## src/rtl/muldiv_ctrl.sv

```systemverilog
// HI/LO owner and sequencer for the shared multicycle multiplier and divider.
// Issues start pulses, holds operands, commits results and handles flush/timeout.
module muldiv_ctrl #(
  parameter int unsigned TIMEOUT_CYC = 64,
  parameter int unsigned CNT_W       = 7
) (
  input  logic               clk,
  input  logic               rst,
  input  logic [2:0]         op_i,
  input  logic [31:0]        a_i,
  input  logic [31:0]        b_i,
  input  logic               flush_i,
  output logic               stall_o,
  output logic [31:0]        hi_o,
  output logic [31:0]        lo_o,
  output logic               err_o,
  output logic               mul_start_o,
  output logic               mul_signed_o,
  output logic [31:0]        mul_a_o,
  output logic [31:0]        mul_b_o,
  input  logic               mul_ready_i,
  input  logic [63:0]        mul_result_i,
  output logic               div_start_o,
  output logic               div_signed_o,
  output logic [31:0]        div_a_o,
  output logic [31:0]        div_b_o,
  output logic               div_annul_o,
  input  logic               div_ready_i,
  input  logic [63:0]        div_result_i
);

  localparam int unsigned XLEN = 32;

  localparam logic [2:0] OP_MULT  = 3'd1;
  localparam logic [2:0] OP_MULTU = 3'd2;
  localparam logic [2:0] OP_DIV   = 3'd3;
  localparam logic [2:0] OP_DIVU  = 3'd4;
  localparam logic [2:0] OP_MTHI  = 3'd5;
  localparam logic [2:0] OP_MTLO  = 3'd6;

  typedef enum logic [2:0] {
    S_IDLE, S_MUL_BUSY, S_DIV_BUSY, S_DONE, S_DRAIN, S_COOL
  } state_e;

  state_e            state_q, state_d;
  logic [XLEN-1:0]   hi_q, hi_d, lo_q, lo_d;
  logic              err_q, err_d;
  logic              mul_start_q, mul_start_d, mul_signed_q, mul_signed_d;
  logic [XLEN-1:0]   mul_a_q, mul_a_d, mul_b_q, mul_b_d;
  logic              div_start_q, div_start_d, div_signed_q, div_signed_d;
  logic [XLEN-1:0]   div_a_q, div_a_d, div_b_q, div_b_d;
  logic              div_annul_q, div_annul_d;
  logic [2*XLEN-1:0] res_q, res_d;
  logic [CNT_W-1:0]  cnt_q, cnt_d;
  logic              unit_div_q, unit_div_d;

  logic is_mul_c, is_div_c, div_ok_c, op_valid_c, ready_c, timeout_c, drain_to_c;

  assign is_mul_c   = (op_i == OP_MULT) || (op_i == OP_MULTU);
  assign is_div_c   = (op_i == OP_DIV) || (op_i == OP_DIVU);
  assign div_ok_c   = (b_i != '0);
  assign op_valid_c = (op_i != 3'd0) && (op_i != 3'd7);
  assign timeout_c  = (cnt_q == CNT_W'(TIMEOUT_CYC - 1));
  assign drain_to_c = (cnt_q >= CNT_W'(TIMEOUT_CYC - 1));

  // Next-state, HI/LO writes, issue and stall decode
  always_comb begin
    state_d      = state_q;
    hi_d         = hi_q;
    lo_d         = lo_q;
    err_d        = err_q;
    mul_start_d  = 1'b0;
    mul_signed_d = mul_signed_q;
    mul_a_d      = mul_a_q;
    mul_b_d      = mul_b_q;
    div_start_d  = 1'b0;
    div_signed_d = div_signed_q;
    div_a_d      = div_a_q;
    div_b_d      = div_b_q;
    div_annul_d  = 1'b0;
    res_d        = res_q;
    cnt_d        = cnt_q;
    unit_div_d   = unit_div_q;
    ready_c      = 1'b0;
    stall_o      = 1'b0;

    case (state_q)
      S_IDLE: begin
        stall_o = (is_mul_c || (is_div_c && div_ok_c)) && !flush_i;
        if (!flush_i) begin
          if (is_mul_c) begin
            mul_start_d  = 1'b1;
            mul_signed_d = (op_i == OP_MULT);
            mul_a_d      = a_i;
            mul_b_d      = b_i;
            cnt_d        = '0;
            unit_div_d   = 1'b0;
            state_d      = S_MUL_BUSY;
          end else if (is_div_c && div_ok_c) begin
            div_start_d  = 1'b1;
            div_signed_d = (op_i == OP_DIV);
            div_a_d      = a_i;
            div_b_d      = b_i;
            cnt_d        = '0;
            unit_div_d   = 1'b1;
            state_d      = S_DIV_BUSY;
          end else if (op_i == OP_MTHI) begin
            hi_d = a_i;
          end else if (op_i == OP_MTLO) begin
            lo_d = a_i;
          end
        end
      end
      S_MUL_BUSY, S_DIV_BUSY: begin
        stall_o = 1'b1;
        cnt_d   = cnt_q + CNT_W'(1);
        ready_c = (state_q == S_MUL_BUSY) ? mul_ready_i : div_ready_i;
        // A flush beats a same-cycle ready; a finished unit needs no drain
        if (flush_i) begin
          if (ready_c) begin
            state_d = S_COOL;
          end else begin
            div_annul_d = unit_div_q;
            state_d     = S_DRAIN;
          end
        end else if (ready_c) begin
          res_d   = unit_div_q ? div_result_i : mul_result_i;
          state_d = S_DONE;
        end else if (timeout_c) begin
          err_d       = 1'b1;
          div_annul_d = unit_div_q;
          state_d     = S_DRAIN;
        end
      end
      S_DONE: begin
        if (!flush_i) begin
          hi_d = res_q[2*XLEN-1:XLEN];
          lo_d = res_q[XLEN-1:0];
        end
        state_d = S_IDLE;
      end
      S_DRAIN: begin
        stall_o = op_valid_c && !flush_i;
        cnt_d   = cnt_q + CNT_W'(1);
        // Divider is idle once the annul pulse has been seen; multiplier must finish
        if (unit_div_q ? !div_annul_q : mul_ready_i) begin
          state_d = S_COOL;
        end else if (drain_to_c) begin
          err_d   = 1'b1;
          state_d = S_COOL;
        end
      end
      S_COOL: begin
        stall_o = op_valid_c && !flush_i;
        state_d = S_IDLE;
      end
      default: state_d = S_IDLE;
    endcase
  end

  always_ff @(posedge clk or posedge rst) begin
    if (rst) begin
      state_q      <= S_IDLE;
      hi_q         <= '0;
      lo_q         <= '0;
      err_q        <= 1'b0;
      mul_start_q  <= 1'b0;
      mul_signed_q <= 1'b0;
      mul_a_q      <= '0;
      mul_b_q      <= '0;
      div_start_q  <= 1'b0;
      div_signed_q <= 1'b0;
      div_a_q      <= '0;
      div_b_q      <= '0;
      div_annul_q  <= 1'b0;
      res_q        <= '0;
      cnt_q        <= '0;
      unit_div_q   <= 1'b0;
    end else begin
      state_q      <= state_d;
      hi_q         <= hi_d;
      lo_q         <= lo_d;
      err_q        <= err_d;
      mul_start_q  <= mul_start_d;
      mul_signed_q <= mul_signed_d;
      mul_a_q      <= mul_a_d;
      mul_b_q      <= mul_b_d;
      div_start_q  <= div_start_d;
      div_signed_q <= div_signed_d;
      div_a_q      <= div_a_d;
      div_b_q      <= div_b_d;
      div_annul_q  <= div_annul_d;
      res_q        <= res_d;
      cnt_q        <= cnt_d;
      unit_div_q   <= unit_div_d;
    end
  end

  assign hi_o         = hi_q;
  assign lo_o         = lo_q;
  assign err_o        = err_q;
  assign mul_start_o  = mul_start_q;
  assign mul_signed_o = mul_signed_q;
  assign mul_a_o      = mul_a_q;
  assign mul_b_o      = mul_b_q;
  assign div_start_o  = div_start_q;
  assign div_signed_o = div_signed_q;
  assign div_a_o      = div_a_q;
  assign div_b_o      = div_b_q;
  assign div_annul_o  = div_annul_q;

endmodule

```

## config.mk

```make
export PLATFORM = sky130hd
export DESIGN_NAME = muldiv_ctrl
export DESIGN_NICKNAME = d
export VERILOG_FILES = /design/src/rtl/muldiv_ctrl.sv
export SDC_FILE = /design/constraint.sdc
export NUM_CORES = 1
export LEC_CHECK = 0
export CORE_ASPECT_RATIO = 1.2
export CORE_MARGIN = 2
export CORE_UTILIZATION = 50
export DETAILED_ROUTE_END_ITERATION = 16
export PLACE_DENSITY_LB_ADDON = 0.08
export RECOVER_POWER = 25
export SYNTH_ARGS = -nofsm -noshare
export SYNTH_HDL_FRONTEND = slang
export SYNTH_SLANG_ARGS = --single-unit
```

## constraint.sdc

```tcl
create_clock -name clk -period 13.85 [get_ports clk]
set_input_delay 2.77 -clock clk [delete_from_list [all_inputs] [get_ports clk]]
set_output_delay 2.77 -clock clk [all_outputs]
set_load 0.02 [all_outputs]
```

==> run metrics, run 1 <==
Tot GR Track Use=25.8%; post-placement cell count=1,563; violated checks=max-capacitance violations, max-slew violations; required time worst endpoint=11,080 ps; net count after synthesis=1,091; highest cell delay on the worst timing path=540 ps; count of H-tree levels built during CTS=1; DR pass1 iterations=5; async set-reset flop share out of synthesis=100%; Worst Max-Slew Pin Slew=5380 ps; pre-CTS setup slack=5770 ps; area added between synthesis and finish=42.3%; type of origin of the critical path=input pin; post-cts gate resize count=0; Max-cap violations=3; die height=174 um; average instance area after synthesis=13.5 sq um; number of buffers inserted to repair setup after CTS=0; post-route ant nets=0; clock root cell=sky130_fd_sc_hd__clkbuf_16; final cell count without fillers=1,613; Main synth FF type=sky130_fd_sc_hd__dfrtp_1; clock tree from TritonCTS=yes; Max Fanout on Critical Path=4; cell with the most instances on the worst path=sky130_fd_sc_hd__clkdlybuf4s50_1; Hold Path Class=flop to flop; count of buffer and inverter cells on the critical path=2; Achievable Freq=124 MHz; number of remaining DRC errors=0; number of port buffers=398; element type at the critical path end=primary output; pin count of the biggest net entering global routing=126; aggregate global routing overflow=0; site row count=62; Final Cycle Share=58.1%; CP top delay family=simple AND/OR/NAND/NOR gates; # nets final=1,472; final count of pins violating max slew=201; number of setup violations in the final report=0; standard cell with the maximum stage delay on the critical path=sky130_fd_sc_hd__clkdlybuf4s50_1; unrepaired setup endpoints after global routing=false; post-route worst setup slack=5800 ps; DRT Wirelength=33.0 mm; post-DR vias/cell=5.35; Core Util, Final=71.8%; number of synthesized register bits=273; number of warnings reported in the yosys synthesis log=0; clock transition time at the flip-flop clock pins of the worst setup and hold paths=60 ps; starting density of the core=50.5%; CTS Hold Buffers Added=0; initial antenna violation count=2; final count of hold timing violations=0; TritonCTS buffer count=26; post-synthesis instance area=12,000 sq um; total power density per cell area=238 nW/um^2; vias post-DR=8,637; number of DRC violations after detailed-routing iteration 0=423; Max Buffers Root-to-Sink=3; clock sink count=273; final HPWL from detailed placement=23.7 mm; post-synthesis instance total=890; IR drop worst, VDD=127 uV; via count of the first global-routing pass=9,133; Distinct cells, synth=50; minimum clock period=8050 ps; number of top-level design ports=399; CP cell instances=clkdlybuf4s50_1 > nor4_1 > nand4_1 > o21ai_0 > and2_1 > nor2_1 > clkdlybuf4s50_1; horizontal extent of the die=146 um; outcome=finished with violations; gp weighted congestion=0.876; largest clock skew in the final design=13.6 ps; leak pwr=7.28 nW; insertion delay of the later-clocked pin in the worst-skew pair=520 ps; Post-Route Setup TNS=0 ps; data arrival time at the worst-slack endpoint=5280 ps; startpoint-to-endpoint class of the critical path=input pin to primary output; Std-Cell Core Area=23,800 sq um; routed length per placed instance=20.4 um; die area=25,300 sq um; worst slew margin relative to its limit=-261%; first-pass GRT wire length=51.6 mm; sequential-to-total area share from yosys stat=56.8%; number of flops mapped to enable cells by yosys=0; share of cells above drive strength 1=24.7%
-- metrics by stage --
stage                     power, mW  cell area, sq um  hold WS (ps)
after floorplan                2.47             12000           481
after global placement         3.31             16200           445
after detailed placement       3.35             16200           455
after CTS                      4.12             17100           470
after global routing           4.29             17100           503
final                          4.07             17100           462
-- cell type report --
cell class / instances / area (sq um)
Sequential cell: 273 / 6840
Fill cell: 1749 / 6710
Multi-Input combinational cell: 554 / 4850
Timing Repair Buffer: 407 / 4050
Clock buffer: 40 / 815
Tap cell: 320 / 400
Clock inverter: 8 / 115
Inverter: 9 / 35.0
Antenna cell: 2 / 5.00
-- power by group --
| part | switching, mW | total [mW] | internal (mW) |
|---|---|---|---|
| sequential | 0.240 | 1.43 | 1.19 |
| clock | 0.296 | 0.755 | 0.459 |
| combinational | 0.910 | 1.89 | 0.975 |
-- per-layer routing --
layer	vias to the layer above	GRT usage [%]	part of all wire, %
li1	3967	-	-
met1	4280	31.2	39
met2	323	44.8	50
met3	67	6.42	6.8
met4	0	9.76	4.0
met5	-	0	0
-- Yosys cell counts, drive strengths merged, types with 2 or more instances --
| library cell | count | area (sq um) |
|---|---|---|
| and2 | 4 | 25.0 |
| clkbuf | 12 | 45.0 |
| o21ai | 9 | 48.8 |
| a31oi | 2 | 12.5 |
| o22ai | 2 | 12.5 |
| nand2 | 7 | 26.3 |
| a21o | 3 | 22.5 |
| inv | 9 | 33.8 |
| or3 | 2 | 17.5 |
| a41oi | 3 | 26.3 |
| mux2i | 64 | 641 |
| a31o | 3 | 26.3 |
| a21oi | 82 | 418 |
| nor2 | 70 | 263 |
| nand3b | 3 | 22.5 |
| nor3 | 3 | 15.0 |
| mux2 | 259 | 2980 |
| buf | 42 | 256 |
| nor4 | 9 | 71.3 |
| dfrtp | 273 | 6830 |
| nand3 | 3 | 15.0 |
| nor3b | 3 | 22.5 |
| nand2b | 2 | 12.5 |
| nor2b | 3 | 18.8 |
| nand4 | 2 | 12.5 |
-- cell usage in the layout, fill, tap and decap left out, drive strengths merged, types with 2 or more instances in the layout --
cell type,count
buf,9
nor4,9
nor2b,3
nand3b,3
clkinv,5
a21oi,82
inv,8
dfrtp,273
nor3,3
nand2b,2
mux2i,64
clkbuf,40
a31o,3
diode,2
bufinv,3
nand4,2
mux2,259
a41oi,3
o21ai,9
dlygate4sd3,27
clkdlybuf4s50,371
and2,4
nor2,70
nand2,7
nand3,3
or3,2
a21o,3
a31oi,2
o22ai,2
nor3b,3
-- final timing paths --
| kind | startpoint | to | slack, ps | cells after the start |
|---|---|---|---|---|
| setup / recovery | b_i[25] | stall_o | 5800 | 7 |
| hold / removal | err_o | err_o | 460 | 1 |
| setup reg to reg | state_q[0] | res_q[53] | 9320 | 6 |
| hold reg to reg | err_o | err_o | 460 | 1 |
| max in group asynchronous | rst | unit_div_q | 6560 | 2 |
| min in group asynchronous | rst | div_a_o[26] | 4380 | 2 |
-- sequential cells by signal, indices dropped and copies added (netlist names), 3 cells and up --
| signal | count |
|---|---|
| state_q | 3 |
| div_b_o | 32 |
| hi_o | 32 |
| div_a_o | 32 |
| mul_a_o | 32 |
| lo_o | 32 |
| mul_b_o | 32 |
| cnt_q | 7 |
| res_q | 64 |
-- kinds of logic after synthesis --
logic type	count (synthesis)	share of synthesized area, %
mux	323	30.1
compound gates	114	5.45
buf+inv	63	2.79
xor+xnor	1	0.135
fa+ha+maj	2	0.187
flops	273	56.8
simple gates	114	4.54
Power figures use the tool's default switching activity.
==> run 2, diff against run 1 <==
Settings changed: CORE_UTILIZATION 50 to 42.
Clock period 13.85 ns to 6.85 ns, I/O delays scaled along.
==> run 2 against run 1 <==
Flip-flop and latch count is the same. Critical endpoint is now res_q[12]. Largest power group unchanged. Sequential share of layout area shrank 0.38 points. The run still ends with max-capacitance violations, max-slew violations left. Sequential power grew 100%.
==> run metrics, run 2 (synthesized netlist as in run 1, its figures left out) <==
post-DR vias/cell=5.08 (-5.2%); initial antenna violation count=1 (-1); die height=189 um (+8.9%); pin count of the biggest net entering global routing=136 (+7.9%); clock sink count=273 (unchanged); switching power summed over all nets=2.92 mW (+100%); internal portion of total power=5.35 mW (+100%); unrepaired setup endpoints after global routing=false; starting density of the core=42.8% (-7.7 points); clock tree from TritonCTS=yes; DRT Wirelength=32.7 mm (-0.90%); violated checks=max-capacitance violations, max-slew violations; share of cells above drive strength 1=25.2% (+0.46 points); post-route ant nets=0 (unchanged); largest clock skew in the final design=8.84 ps (-4.77 ps); area added between synthesis and finish=43.6%; required time worst endpoint=7300 ps (-3780 ps); number of DRC violations after detailed-routing iteration 0=379 (-10%); clock transition time at the flip-flop clock pins of the worst setup and hold paths=60 ps (about the same); Max Fanout on Critical Path=65 (+61); CTS Hold Buffers Added=0 (unchanged); post-cts gate resize count=0 (unchanged); final count of pins violating max slew=202 (+0.50%); Achievable Freq=182 MHz; gp weighted congestion=0.895 (+2.1%); number of remaining DRC errors=0 (unchanged); number of setup violations in the final report=0 (unchanged); CP top delay family=simple AND/OR/NAND/NOR gates; final cell count without fillers=1,675 (+3.8%); leak pwr=7.31 nW (+0.38%); commonest non-fill, non-tap cells in the layout=sky130_fd_sc_hd__clkdlybuf4s50_1 (375), sky130_fd_sc_hd__dfrtp_1 (272), sky130_fd_sc_hd__mux2_2 (241); standard cell with the maximum stage delay on the critical path=sky130_fd_sc_hd__and2_0; Worst Max-Slew Pin Slew=3440 ps (-1950 ps); element type at the critical path end=flop; Max Buffers Root-to-Sink=3 (unchanged); routed length per placed instance=19.5 um (-4.6%); minimum clock period=5490 ps; # nets final=1,475 (+0.20%); cell with the most instances on the worst path=sky130_fd_sc_hd__a21oi_1; via count of the first global-routing pass=8,945 (-2.1%); horizontal extent of the die=158 um (+8.9%); highest cell delay on the worst timing path=2510 ps (+1970 ps); number of port buffers=398 (unchanged); count of H-tree levels built during CTS=1 (unchanged); Tot GR Track Use=21.8% (-4.1 points); total power density per cell area=479 nW/um^2 (+100%); final HPWL from detailed placement=23.3 mm (-1.7%); share of total power consumed by net switching=35.4% (-0.16 points); vias post-DR=8,501 (-1.6%); insertion delay of the later-clocked pin in the worst-skew pair=530 ps (about the same); Hold Path Class=flop to flop; final count of hold timing violations=0 (unchanged); die area=30,000 sq um (+19%); clock root cell=sky130_fd_sc_hd__clkbuf_16; worst slew margin relative to its limit=-129% (+130 points); first-pass GRT wire length=51.0 mm (-1.3%); aggregate global routing overflow=0 (unchanged); number of buffers inserted to repair setup after CTS=0 (unchanged); outcome=finished with violations; DR pass1 iterations=4 (-1); startpoint-to-endpoint class of the critical path=input pin to flop; number of top-level design ports=399 (unchanged); register with the most flip-flops=res_q; count of buffer and inverter cells on the critical path=2 (unchanged); CP cell instances=dlygate4sd3_1 > nand3b_1 > a21oi_1 > and2_0 > buf_4 > nor2_1 > a21oi_1; Post-Route Setup TNS=0 ps (unchanged); post-placement cell count=1,623 (+3.8%); Std-Cell Core Area=28,100 sq um (+18%); sequential fraction of design power=34.7% (-0.4 points); Max-cap violations=2 (-1); number of flip-flops in the largest register=64 (unchanged); portion of total power attributed to combinational logic=46.2% (about the same); Final Cycle Share=80.2%; most common cell after layout, fill and taps aside=sky130_fd_sc_hd__clkdlybuf4s50_1; type of origin of the critical path=input pin; IR drop worst, VDD=258 uV (+100%); number of fillers in the final layout=2,286 (+31%); TritonCTS buffer count=28 (+7.7%); site row count=67 (+8.1%); data arrival time at the worst-slack endpoint=5940 ps (+660 ps); fraction of power consumed by the clock network=19.1% (+0.6 points)
run 2: cell count changes in the layout (fill, tap and decap cells not counted), moves of 2 or more:
cell and change:
sky130_fd_sc_hd__clkinvlp_4 +4, sky130_fd_sc_hd__clkbuf_16 +2, sky130_fd_sc_hd__dlygate4sd3_1 -4, sky130_fd_sc_hd__clkdlybuf4s50_1 +4, sky130_fd_sc_hd__clkbuf_8 -6
run 2: worst paths after layout:
path,from,end,slack (ps),cells past startpoint
max,mul_ready_i,res_q[12],1360,7
max in group asynchronous,rst,res_q[32],1960,4
max reg2reg,state_q[1],res_q[12],2070,6
min reg2reg,div_signed_o,div_signed_o,480,2
min,div_signed_o,div_signed_o,480,2
min in group asynchronous,rst,mul_a_o[25],2520,3
run 2: final cells by class:
class,instances,area [sq um],share of cell area [%]
sequential,273,6840,39.6
antenna,1,2.50,0.0145
timing repair buffer,408,4070,23.6
clock inverter,14,181,1.05
inverter,9,37.5,0.217
clock buffer,37,786,4.55
tap,379,474,2.75
multi-input combinational,554,4880,28.3
run 2: layer usage:
| layer | part of all wire [%] | vias to the layer above | global-route usage (%) |
|---|---|---|---|
| met2 | 49 | 311 | 37.1 |
| met1 | 39 | 4179 | 26.5 |
| li1 | - | 3963 | - |
| met3 | 8.6 | 48 | 6.27 |
| met4 | 2.8 | 0 | 7.07 |
| met5 | 0 | - | 0 |
run 2: worst min-delay path, cell delays in order, from the launching register on:
cell and delay [ps]:
sky130_fd_sc_hd__dfrtp_1 330, sky130_fd_sc_hd__nand2_1 40, sky130_fd_sc_hd__o21ai_0 60
run 2: power groups by stage:
stage               Clock, mW  Sequential, mW  Combinational (mW)
finish                   1.58            2.87                3.82
global route             1.69            2.98                4.09
CTS                      1.63            2.87                3.89
detailed placement          0            2.89                3.88
global placement            0            2.86                3.85
floorplan                   0            3.50                1.49
run 2: stage by stage:
step | hold WS, ps | utilization (%) | worst slack, ps | area, sq um | total power [mW]
after floorplan | 481 | - | 1870 | 12000 | 4.99
after global placement | 470 | 58.1 | 1490 | 16300 | 6.71
after detailed placement | 475 | 58.1 | 1490 | 16300 | 6.77
after CTS | 489 | 61.5 | 1470 | 17300 | 8.39
after global routing | 503 | 61.5 | 882 | 17300 | 8.76
final | 477 | 61.5 | 1360 | 17300 | 8.27
==> run 3, diff against run 2 <==
Clock period 6.85 ns to 4.7 ns, I/O delays scaled along.
==> run 3 against run 2 <==
The run still ends with max-capacitance violations, max-slew violations left. Sequential share of layout area rose by 0.17 points. Clock power is 32% higher. Combinational power up 46%. Via count up 0.87%. First-iteration DRC count shrank 12%. Core utilization decreased by 0.26 points. Flip-flop and latch count stayed put. Final area down 0.43%. Non-clock buffer count rose by 6. Critical path depth is 1 higher. Register-to-register slack got worse by 370 ps.
==> run metrics, run 3 (synthesized netlist as in run 1, its figures left out) <==
number of flip-flops in the largest register=64 (unchanged); Post-Route Setup TNS=0 ps (unchanged); # nets final=1,482 (+0.47%); count of H-tree levels built during CTS=1 (unchanged); RR Startpoint=state_q[1]; Worst Min Path Start=err_o; vias post-DR=8,575 (+0.87%); commonest non-fill, non-tap cells in the layout=sky130_fd_sc_hd__clkdlybuf4s50_1 (395), sky130_fd_sc_hd__dfrtp_1 (272), sky130_fd_sc_hd__mux2_2 (241); post-cts gate resize count=0 (unchanged); reg-to-reg critical path endpoint=mul_a_o[13]; Hold Path Class=flop to flop; DRT Wirelength=32.8 mm (+0.49%); cell with the most instances on the worst path=sky130_fd_sc_hd__clkdlybuf4s50_1; number of DRC violations after detailed-routing iteration 0=333 (-12%); site row count=67 (unchanged); share of cells above drive strength 1=24.9% (-0.25 points); clock transition time at the flip-flop clock pins of the worst setup and hold paths=60 ps (about the same); final instance area=17,200 sq um (-0.43%); largest clock skew in the final design=15.7 ps (+6.89 ps); starting density of the core=42.8% (unchanged); IR drop worst, VDD=355 uV (+37%); Max Fanout on Critical Path=4 (-94%); routed length per placed instance=19.5 um (+0.19%); aggregate global routing overflow=0 (unchanged); pin count of the biggest net entering global routing=104 (-24%); number of top-level design ports=399 (unchanged); violated checks=max-capacitance violations, max-slew violations; die height=189 um (unchanged); post-route ant nets=0 (unchanged); final HPWL from detailed placement=23.5 mm (+0.92%); final count of hold timing violations=0 (unchanged); via count of the first global-routing pass=8,828 (-1.3%); clock root cell=sky130_fd_sc_hd__clkbuf_16; Max Buffers Root-to-Sink=3 (unchanged); post-DR vias/cell=5.10 (+0.57%); DR pass1 iterations=5 (+1); required time worst endpoint=3760 ps (-3540 ps); Tot GR Track Use=21.6% (-0.15 points); depth of the worst register-to-register path=4 (-2); Achievable Freq=228 MHz; data arrival time at the worst-slack endpoint=3450 ps (-2490 ps); clock sink count=273 (unchanged); number of remaining DRC errors=0 (unchanged); number of port buffers=398 (unchanged); register with the most flip-flops=res_q; depth of the worst hold-timing path=1 (-1); number of setup violations in the final report=0 (unchanged); number of buffers inserted to repair setup after CTS=0 (unchanged); initial antenna violation count=1 (unchanged); worst reg2reg setup slack=1700 ps (-370 ps); gp weighted congestion=0.849 (-5.1%); Std-Cell Core Area=28,100 sq um (unchanged); horizontal extent of the die=158 um (unchanged); unrepaired setup endpoints after global routing=false; die area=30,000 sq um (unchanged); CP cell instances=clkdlybuf4s50_1 > nor4_1 > nand4_1 > o21ai_0 > buf_4 > and2_1 > nor2_1 > clkdlybuf4s50_1; final count of pins violating max slew=126 (-38%); worst slew margin relative to its limit=-51.4% (+78 points); total power density per cell area=690 nW/um^2 (+44%); leak pwr=7.26 nW (-0.70%); insertion delay of the later-clocked pin in the worst-skew pair=540 ps (about the same); Max-cap violations=2 (unchanged); type of origin of the critical path=input pin; highest cell delay on the worst timing path=540 ps (-1970 ps); Final Cycle Share=93.4%; standard cell with the maximum stage delay on the critical path=sky130_fd_sc_hd__nor4_1; area added between synthesis and finish=43.0%; startpoint-to-endpoint class of the critical path=input pin to primary output; element type at the critical path end=primary output; instance area at placement=16,400 sq um (+0.43%); TritonCTS buffer count=29 (+3.6%); Worst Max-Slew Pin Slew=2270 ps (-1170 ps); first-pass GRT wire length=50.3 mm (-1.4%); minimum clock period=4390 ps; endpoint of the worst hold-timing path=err_o; most common cell after layout, fill and taps aside=sky130_fd_sc_hd__clkdlybuf4s50_1; CTS Hold Buffers Added=0 (unchanged); outcome=finished with violations; clock tree from TritonCTS=yes
[run 3: worst max-delay path, delay by kind of cell]
| family | cells | cell delay [ps] |
|---|---|---|
| buf+inv | 3 | 1170 |
| simple gates | 4 | 1070 |
| compound gates | 1 | 260 |
[run 3: how the worst max path moves through the flow]
stage / start / endpoint / slack [ps] / cells past startpoint
finish: b_i[0] / stall_o / 310 / 8
global route: rst / mul_b_o[25] / 130 / 3
global placement: b_i[25] / stall_o / 290 / 8
detailed placement: b_i[25] / stall_o / 340 / 8
floorplan: rst / cnt_q[0] / 150 / 1
CTS: b_i[25] / stall_o / 310 / 8
[run 3: power by group]
part / switching, mW / total, mW / internal [mW]
logic: 2.66 / 5.57 / 2.92
registers: 0.686 / 4.19 / 3.51
clock network: 0.897 / 2.09 / 1.20
total: 4.24 / 11.9 / 7.62
[run 3: cell type report]
type                            count  area [sq um]
Antenna cell                        1          2.50
Clock buffer                       45           826
Clock inverter                      5          28.8
Fill cell                        2314         10900
Inverter                            9          35.0
Multi-Input combinational cell    554          4880
Sequential cell                   273          6840
Tap cell                          379           474
Timing Repair Buffer              414          4110
[run 3: routing by layer]
| layer | share of wire, % | global-route usage (%) |
|---|---|---|
| met3 | 8.3 | 6.18 |
| met2 | 48 | 36.5 |
| met4 | 3.1 | 6.90 |
| met1 | 40 | 26.7 |
| met5 | 0 | 0 |
[run 3: metrics by stage]
step           worst slack, ps  instances  total power [mW]  util, %  hold WS, ps
2_1_floorplan              151        890              7.27        -          481
3_3_place_gp               288       1629              9.79     58.3          452
3_5_place_dp               337       1629              9.86     58.3          460
4_1_cts                    313       1679              12.0     61.4          474
5_1_grt                    127       1680              12.6     61.2          489
6_report                   311       1680              11.9     61.2          468
